<file path="config.mk">
export PLATFORM = sky130hd
export DESIGN_NAME = prog_host_ctrl
export DESIGN_NICKNAME = d
export VERILOG_FILES = /design/src/rtl/prog_host_ctrl.sv
export SDC_FILE = /design/constraint.sdc
export NUM_CORES = 1
export LEC_CHECK = 0
export ABC_CLOCK_PERIOD_IN_PS = 5280
export CAP_MARGIN = 20
export CORE_ASPECT_RATIO = 1.25
export CORE_UTILIZATION = 43
export CTS_CLUSTER_DIAMETER = 100
export DETAILED_ROUTE_END_ITERATION = 16
export PLACE_DENSITY = 0.69
export SYNTH_ARGS = -nofsm -noshare
export SYNTH_HDL_FRONTEND = slang
export SYNTH_SLANG_ARGS = --single-unit
</file>
<file path="constraint.sdc">
create_clock -name clk -period 5.28 [get_ports clk]
set_input_delay 1.056 -clock clk [delete_from_list [all_inputs] [get_ports clk]]
set_output_delay 1.056 -clock clk [all_outputs]
set_load 0.05 [all_outputs]
</file>
<file path="src/rtl/prog_host_ctrl.sv">
// Host-side initiator for the 9-bit core: preload data memory, reset and run the core, drain results.
// Optional running checksum of drained bytes is compiled in with `define HOST_CHECKSUM_EN.
module prog_host_ctrl #(
  parameter int unsigned AW        = 8,
  parameter int unsigned LOAD_BASE = 0,
  parameter int unsigned LOAD_LEN  = 64,
  parameter int unsigned RES_BASE  = 64,
  parameter int unsigned RES_LEN   = 32,
  parameter int unsigned RST_CYC   = 4,
  parameter int unsigned TIMEOUT   = 4096
) (
  input  logic          clk,
  input  logic          reset,
  input  logic          start,
  input  logic          in_valid,
  output logic          in_ready,
  input  logic [7:0]    in_data,
  output logic          out_valid,
  input  logic          out_ready,
  output logic [7:0]    out_data,
  output logic          core_rst,
  output logic          core_req,
  input  logic          core_done,
  output logic          host_sel,
  output logic          mem_wr_en,
  output logic [AW-1:0] mem_addr,
  output logic [7:0]    mem_wr_dat,
  input  logic [7:0]    mem_rd_dat,
  output logic          busy,
  output logic          job_done,
  output logic          timeout_err,
  output logic [15:0]   run_cycles,
  output logic [7:0]    checksum
);

  typedef enum logic [2:0] {
    S_IDLE,
    S_LOAD,
    S_CRST,
    S_RUN,
    S_DRAIN
  } state_e;

  state_e        state_q, state_d;
  logic [AW-1:0] ptr_q, ptr_d;
  logic [31:0]   cnt_q, cnt_d;
  logic [15:0]   run_cycles_q, run_cycles_d;
  logic          timeout_err_q, timeout_err_d;
  logic          job_done_q, job_done_d;
  logic [15:0]   run_inc;
  logic          in_xfer;
  logic          out_xfer;
`ifdef HOST_CHECKSUM_EN
  logic [7:0]    checksum_q, checksum_d;
`endif

  // Saturating RUN counter; the timeout compares the post-increment value so
  // a TIMEOUT of N allows exactly N RUN cycles.
  assign run_inc  = (run_cycles_q == 16'hFFFF) ? run_cycles_q : run_cycles_q + 16'd1;
  assign in_xfer  = in_valid && in_ready;
  assign out_xfer = out_valid && out_ready;

  // NOTE: every signal written here gets a default first, so no path leaves
  // one unassigned and no latch is inferred.
  always_comb begin
    state_d       = state_q;
    ptr_d         = ptr_q;
    cnt_d         = cnt_q;
    run_cycles_d  = run_cycles_q;
    timeout_err_d = timeout_err_q;
    job_done_d    = 1'b0;
`ifdef HOST_CHECKSUM_EN
    checksum_d    = checksum_q;
`endif
    in_ready      = 1'b0;
    out_valid     = 1'b0;
    core_rst      = 1'b1;
    core_req      = 1'b0;
    host_sel      = 1'b1;
    mem_wr_en     = 1'b0;
    mem_addr      = ptr_q;
    mem_wr_dat    = in_data;

    unique case (state_q)
      S_IDLE: begin
        if (start) begin
          timeout_err_d = 1'b0;
          run_cycles_d  = 16'd0;
`ifdef HOST_CHECKSUM_EN
          checksum_d    = 8'd0;
`endif
          ptr_d         = AW'(LOAD_BASE);
          cnt_d         = 32'd0;
          state_d       = (LOAD_LEN == 0) ? S_CRST : S_LOAD;
        end
      end

      S_LOAD: begin
        in_ready  = 1'b1;
        mem_wr_en = in_xfer;
        if (in_xfer) begin
          ptr_d = ptr_q + AW'(1);
          cnt_d = cnt_q + 32'd1;
          if (cnt_q == LOAD_LEN - 1) begin
            cnt_d   = 32'd0;
            state_d = S_CRST;
          end
        end
      end

      S_CRST: begin
        // A zero RST_CYC still spends one cycle here.
        if (cnt_q + 32'd1 >= RST_CYC) begin
          cnt_d   = 32'd0;
          state_d = S_RUN;
        end else begin
          cnt_d = cnt_q + 32'd1;
        end
      end

      S_RUN: begin
        core_rst     = 1'b0;
        host_sel     = 1'b0;
        core_req     = 1'b1;
        run_cycles_d = run_inc;
        if (core_done) begin
          ptr_d   = AW'(RES_BASE);
          cnt_d   = 32'd0;
          state_d = S_DRAIN;
        end else if (32'(run_inc) >= TIMEOUT) begin
          timeout_err_d = 1'b1;
          state_d       = S_IDLE;
        end
      end

      S_DRAIN: begin
        out_valid = 1'b1;
        if (out_xfer) begin
          ptr_d = ptr_q + AW'(1);
          cnt_d = cnt_q + 32'd1;
`ifdef HOST_CHECKSUM_EN
          checksum_d = checksum_q + mem_rd_dat;
`endif
          if (cnt_q == RES_LEN - 1) begin
            job_done_d = 1'b1;
            state_d    = S_IDLE;
          end
        end
      end

      default: state_d = S_IDLE;
    endcase
  end

  // NOTE: sequential state uses non-blocking assignments only, so every flop
  // samples the pre-edge value of its neighbours.
  always_ff @(posedge clk) begin
    if (!reset) begin
      state_q       <= S_IDLE;
      ptr_q         <= '0;
      cnt_q         <= 32'd0;
      run_cycles_q  <= 16'd0;
      timeout_err_q <= 1'b0;
      job_done_q    <= 1'b0;
`ifdef HOST_CHECKSUM_EN
      checksum_q    <= 8'd0;
`endif
    end else begin
      state_q       <= state_d;
      ptr_q         <= ptr_d;
      cnt_q         <= cnt_d;
      run_cycles_q  <= run_cycles_d;
      timeout_err_q <= timeout_err_d;
      job_done_q    <= job_done_d;
`ifdef HOST_CHECKSUM_EN
      checksum_q    <= checksum_d;
`endif
    end
  end

  assign out_data    = mem_rd_dat;
  assign busy        = (state_q != S_IDLE);
  assign job_done    = job_done_q;
  assign timeout_err = timeout_err_q;
  assign run_cycles  = run_cycles_q;
`ifdef HOST_CHECKSUM_EN
  assign checksum    = checksum_q;
`else
  assign checksum    = 8'h00;
`endif

endmodule
</file>
==> impl_table.tex <==
\begin{tabular}{lr}
\hline
Metric & Value \\
\hline
\multicolumn{2}{l}{\textbf{Run status}} \\
\quad Outcome & completed \\
\multicolumn{2}{l}{\textbf{Yosys}} \\
\quad Top area cells in the synthesized netlist & sky130\_fd\_sc\_hd\_\_dfxtp\_1 (32\%), sky130\_fd\_sc\_hd\_\_nor2\_1 (6.7\%), sky130\_fd\_sc\_hd\_\_xor2\_1 (5.2\%), sky130\_fd\_sc\_hd\_\_buf\_4 (5.1\%), sky130\_fd\_sc\_hd\_\_xnor2\_1 (5.0\%) \\
\quad Synth area leader & sky130\_fd\_sc\_hd\_\_dfxtp\_1 \\
\quad Count of unique library cells instantiated by Yosys & 55 \\
\quad EDFF count, synth & 0 \\
\quad Compound-Gate Fraction of Synth Area & a little over a tenth \\
\quad Sequential share of the synthesized area & between 30\% and 40\% \\
\quad Area share of the largest cell type after synthesis & a little under a third \\
\quad Most instantiated flip-flop cell in the synthesis netlist & sky130\_fd\_sc\_hd\_\_dfxtp\_1 \\
\quad Number of instances in the synthesized netlist & $\sim$500 \\
\quad Number of warning messages in the yosys log & 0 \\
\quad Multiplexer fraction of the synthesized cell area & 2.18\% \\
\quad Fraction of registers with async set or reset after synthesis & 0\% \\
\quad Post-synthesis register bit count & 61 \\
\quad Main combinational cell family by area after synthesis & simple AND/OR/NAND/NOR gates \\
\quad Average size of a mapped cell & around 7.7 um\^{}2 \\
\quad Synthesized-area fraction occupied by xor and xnor cells & 10.2\% \\
\quad Post-Synth Adder-Cell Area & less than 1\% \\
\quad Simple logic cell fraction of the synthesized area & 34.2\% \\
\quad Area of the mapped netlist & 3850 um\^{}2 \\
\multicolumn{2}{l}{\textbf{Route}} \\
\quad Post-route DRC & 0 \\
\quad Mean number of vias per cell & 5.71 \\
\quad Vias post-DR & around 3600 \\
\quad Number of design-rule violations left by the first detailed-router iteration & 161 \\
\quad WL per Instance & approximately 15 um \\
\quad Post-DRT Antenna Nets & 0 \\
\quad Routed WL & just over 9 mm \\
\quad DR pass1 iterations & 4 \\
\multicolumn{2}{l}{\textbf{Floorplanning}} \\
\quad Row cnt & 38 \\
\quad Horizontal extent of the die & 86.6 um \\
\quad Core area & 8700 um\^{}2 \\
\quad Total Die Area & 9330 um\^{}2 \\
\quad Starting Density & 44.2\% \\
\quad DIE HEIGHT & 108 um \\
\quad IO Count & 79 \\
\multicolumn{2}{l}{\textbf{STA}} \\
\quad Final count of pins violating max slew & 0 \\
\quad Number of endpoints failing setup at the final stage & 0 \\
\quad Number of hold-slack violations in the final timing report & 0 \\
\quad Final cycle utilization of the critical path & between 60 and 70\% \\
\quad Relative slew slack & 40.9\% \\
\quad Post-route setup TNS & 0 ns \\
\quad RSZ-0062 raised after global routing & no \\
\quad Post-layout minimum cycle time & 3.50 ns \\
\quad Fmax & 286 MHz \\
\quad Setup clock skew after layout & 0.00755 ns \\
\quad Measured slew at the worst slew-check pin & 0.884 ns \\
\multicolumn{2}{l}{\textbf{Power and ir drop}} \\
\quad P\_leak & 1.44 nW \\
\quad Switch Pwr & 0.504 mW \\
\quad Worst IR drop on VDD & 272 uV \\
\quad Pwr/cell area & about 320 nW/um\^{}2 \\
\quad Total power & 1.38 mW \\
\quad Switching power as a share of total power & 36.4\% \\
\quad Share of total power in sequential cells & 36.7\% \\
\quad Cell-internal power & 0.878 mW \\
\quad Fraction of power consumed by the clock network & 33.8\% \\
\quad Power share of the combinational group & 29.5\% \\
\multicolumn{2}{l}{\textbf{Critical path}} \\
\quad WP data arrival & about 2.5 ns \\
\quad Critical Path End Type & output port \\
\quad Required time at the worst-slack endpoint & 4.22 ns \\
\quad Crit-path max FO & 2 \\
\quad Critical path class & primary input to output port \\
\quad Category of the worst setup path launch point & primary input \\
\multicolumn{2}{l}{\textbf{GRT}} \\
\quad Global-route total usage across every layer & 21.1\% \\
\quad Remaining Overflow, GRT & 0 \\
\quad Vias in the first global route & 3384 \\
\quad Number of antenna violations at the first check in global routing & 0 \\
\quad Global-route wire length before repair & 15.6 mm \\
\quad Largest net degree at the start of global routing & 31 \\
\multicolumn{2}{l}{\textbf{Clocking}} \\
\quad Clock tree from TritonCTS & done \\
\quad Number of hold buffers added after cts & 0 \\
\quad Clock transition at the register clock pins on the worst setup and hold paths after CTS & 0.07 ns \\
\quad Buffers from clock root to sink, at most & 2 \\
\quad Level count of the clock H-tree & 3 \\
\quad Clock sinks & 61 \\
\quad Buffer type at the clock tree root & sky130\_fd\_sc\_hd\_\_clkbuf\_8 \\
\quad Total setup buffers inserted after CTS & 0 \\
\quad Inserted Clock Buffers & 9 \\
\quad Latest clock arrival within the worst-skew pair & roughly 0.34 ns \\
\quad Resized Gates After CTS & 0 \\
\multicolumn{2}{l}{\textbf{Flow run}} \\
\quad Max\_cap viols & 0 \\
\multicolumn{2}{l}{\textbf{Layout}} \\
\quad Relative area change from synthesis to final layout & 12.1\% \\
\quad Final antenna diode count & 0 \\
\quad Ratio of cells with drive above 1 in the final layout & 6.57\% \\
\quad Total number of nets in the final design & 522 \\
\multicolumn{2}{l}{\textbf{Placement}} \\
\quad Final GP Congestion & about 0.95 \\
\quad Number of I/O port buffers & 38 \\
\quad Total half-perimeter wirelength after legalization and detailed placement & roughly 6.7 mm \\
\multicolumn{2}{l}{\textbf{Min path}} \\
\quad Path category of the worst min-delay check & flip-flop to flip-flop \\
\hline
\end{tabular}
==> worst max-delay path, stage by stage <==
cell and delay (ns):
sky130_fd_sc_hd__clkdlybuf4s50_1 0.47, sky130_fd_sc_hd__and2_1 0.12, sky130_fd_sc_hd__clkdlybuf4s50_1 0.80
==> logic make-up after synthesis <==
logic type	count (synthesis)
AND/OR/NAND/NOR	256
buffers and inverters	67
flip-flops	61
AO/OA/AOI/OAI	58
XOR/XNOR	45
multiplexers	8
adder cells (fa/ha/maj)	3
other	1
==> area by class of cell <==
class | instances | area [um^2]
fill | 847 | 4390
multi-input combinational | 378 | 2290
sequential | 61 | 1220
timing repair buffer | 40 | 403
tap | 120 | 150
clock buffer | 10 | 138
clock inverter | 6 | 86.3
inverter | 7 | 26.3
==> synth_stat cells, types with 3 or more instances <==
master                      n
sky130_fd_sc_hd__nor4_1    15
sky130_fd_sc_hd__o21ai_0    9
sky130_fd_sc_hd__clkbuf_1  14
sky130_fd_sc_hd__buf_4     26
sky130_fd_sc_hd__nand3_1   33
sky130_fd_sc_hd__a311o_1    3
sky130_fd_sc_hd__a211oi_1   4
sky130_fd_sc_hd__xor2_1    23
sky130_fd_sc_hd__nand2b_1   3
sky130_fd_sc_hd__inv_1      7
sky130_fd_sc_hd__a311oi_1   3
sky130_fd_sc_hd__or3_1      9
sky130_fd_sc_hd__and3_1    11
sky130_fd_sc_hd__nor3_1    17
sky130_fd_sc_hd__mux2_2     3
sky130_fd_sc_hd__o211ai_1   4
sky130_fd_sc_hd__or2_2      4
sky130_fd_sc_hd__nand2_1   48
sky130_fd_sc_hd__a21oi_1   12
sky130_fd_sc_hd__or4_1      4
sky130_fd_sc_hd__and2_1     6
sky130_fd_sc_hd__buf_2     18
sky130_fd_sc_hd__nand4_1   20
sky130_fd_sc_hd__a22oi_1    3
sky130_fd_sc_hd__ha_1       3
sky130_fd_sc_hd__nor2_1    69
sky130_fd_sc_hd__a31oi_1    3
sky130_fd_sc_hd__dfxtp_1   61
sky130_fd_sc_hd__xnor2_1   22
sky130_fd_sc_hd__and4_1     7
sky130_fd_sc_hd__mux2i_1    5
==> power groups by stage <==
stage          Sequential, mW  Combinational (mW)  Clock (mW)
3_3_place_gp            0.516               0.391           0
5_1_grt                 0.511               0.437       0.496
6_report                0.507               0.407       0.467
2_1_floorplan           0.525               0.319           0
4_1_cts                 0.506               0.397       0.476
3_5_place_dp            0.518               0.394           0
==> final timing paths <==
kind,slack (ns),depth (start not counted),startpoint,end
hold / removal,0.50,2,timeout_err,timeout_err
setup / recovery,1.78,3,in_valid,mem_wr_en
setup reg to reg,1.89,10,cnt_q[0],cnt_q[24]
hold reg to reg,0.50,2,timeout_err,timeout_err
==> through the flow <==
| step | cell area (um^2) | util, % | setup slack [ns] | hold slack (ns) | cells |
|---|---|---|---|---|---|
| finish | 4310 | 49.5 | 1.78 | 0.505 | 622 |
| global route | 4310 | 49.5 | 1.63 | 0.544 | 622 |
| CTS | 4300 | 49.4 | 1.71 | 0.513 | 621 |
| detailed placement | 4070 | 46.8 | 1.65 | 0.497 | 605 |
| global placement | 4070 | 46.8 | 1.72 | 0.485 | 605 |
| floorplan | 3870 | - | 2.44 | 0.514 | 506 |
==> flip-flops by register name, summed over array words and instances (netlist names) <==
register     flops
mem_addr         8
run_cycles      16
job_done         1
timeout_err      1
cnt_q           32
state_q          3
==> layout by cell type (no fill, tap or decap), types with 4 or more instances in the layout <==
master and instances:
sky130_fd_sc_hd__nor2_1 69, sky130_fd_sc_hd__dfxtp_1 61, sky130_fd_sc_hd__nand2_1 48, sky130_fd_sc_hd__clkdlybuf4s50_1 38
sky130_fd_sc_hd__nand3_1 33, sky130_fd_sc_hd__xor2_1 23, sky130_fd_sc_hd__xnor2_1 22, sky130_fd_sc_hd__nand4_1 20
sky130_fd_sc_hd__nor3_1 17, sky130_fd_sc_hd__nor4_1 15, sky130_fd_sc_hd__a21oi_1 12, sky130_fd_sc_hd__and3_1 11
sky130_fd_sc_hd__clkbuf_8 10, sky130_fd_sc_hd__or3_1 9, sky130_fd_sc_hd__o21ai_0 9, sky130_fd_sc_hd__conb_1 8
sky130_fd_sc_hd__inv_1 7, sky130_fd_sc_hd__and4_1 7, sky130_fd_sc_hd__and2_1 6, sky130_fd_sc_hd__mux2i_1 5
sky130_fd_sc_hd__or2_2 4, sky130_fd_sc_hd__o211ai_1 4, sky130_fd_sc_hd__or4_1 4, sky130_fd_sc_hd__a211oi_1 4
==> routing by layer <==
| layer | track usage, % | routed length, um | vias to the layer above | share of wire (%) |
|---|---|---|---|---|
| met5 | 0 | 0 | - | 0 |
| met2 | 35.5 | 4510 | 132 | 49 |
| met4 | 9.76 | 210 | 0 | 2.3 |
| met3 | 5.67 | 545 | 19 | 5.9 |
| li1 | - | - | 1733 | - |
| met1 | 24.6 | 3920 | 1670 | 43 |
Note: power is estimated with default switching activity, not from simulation.
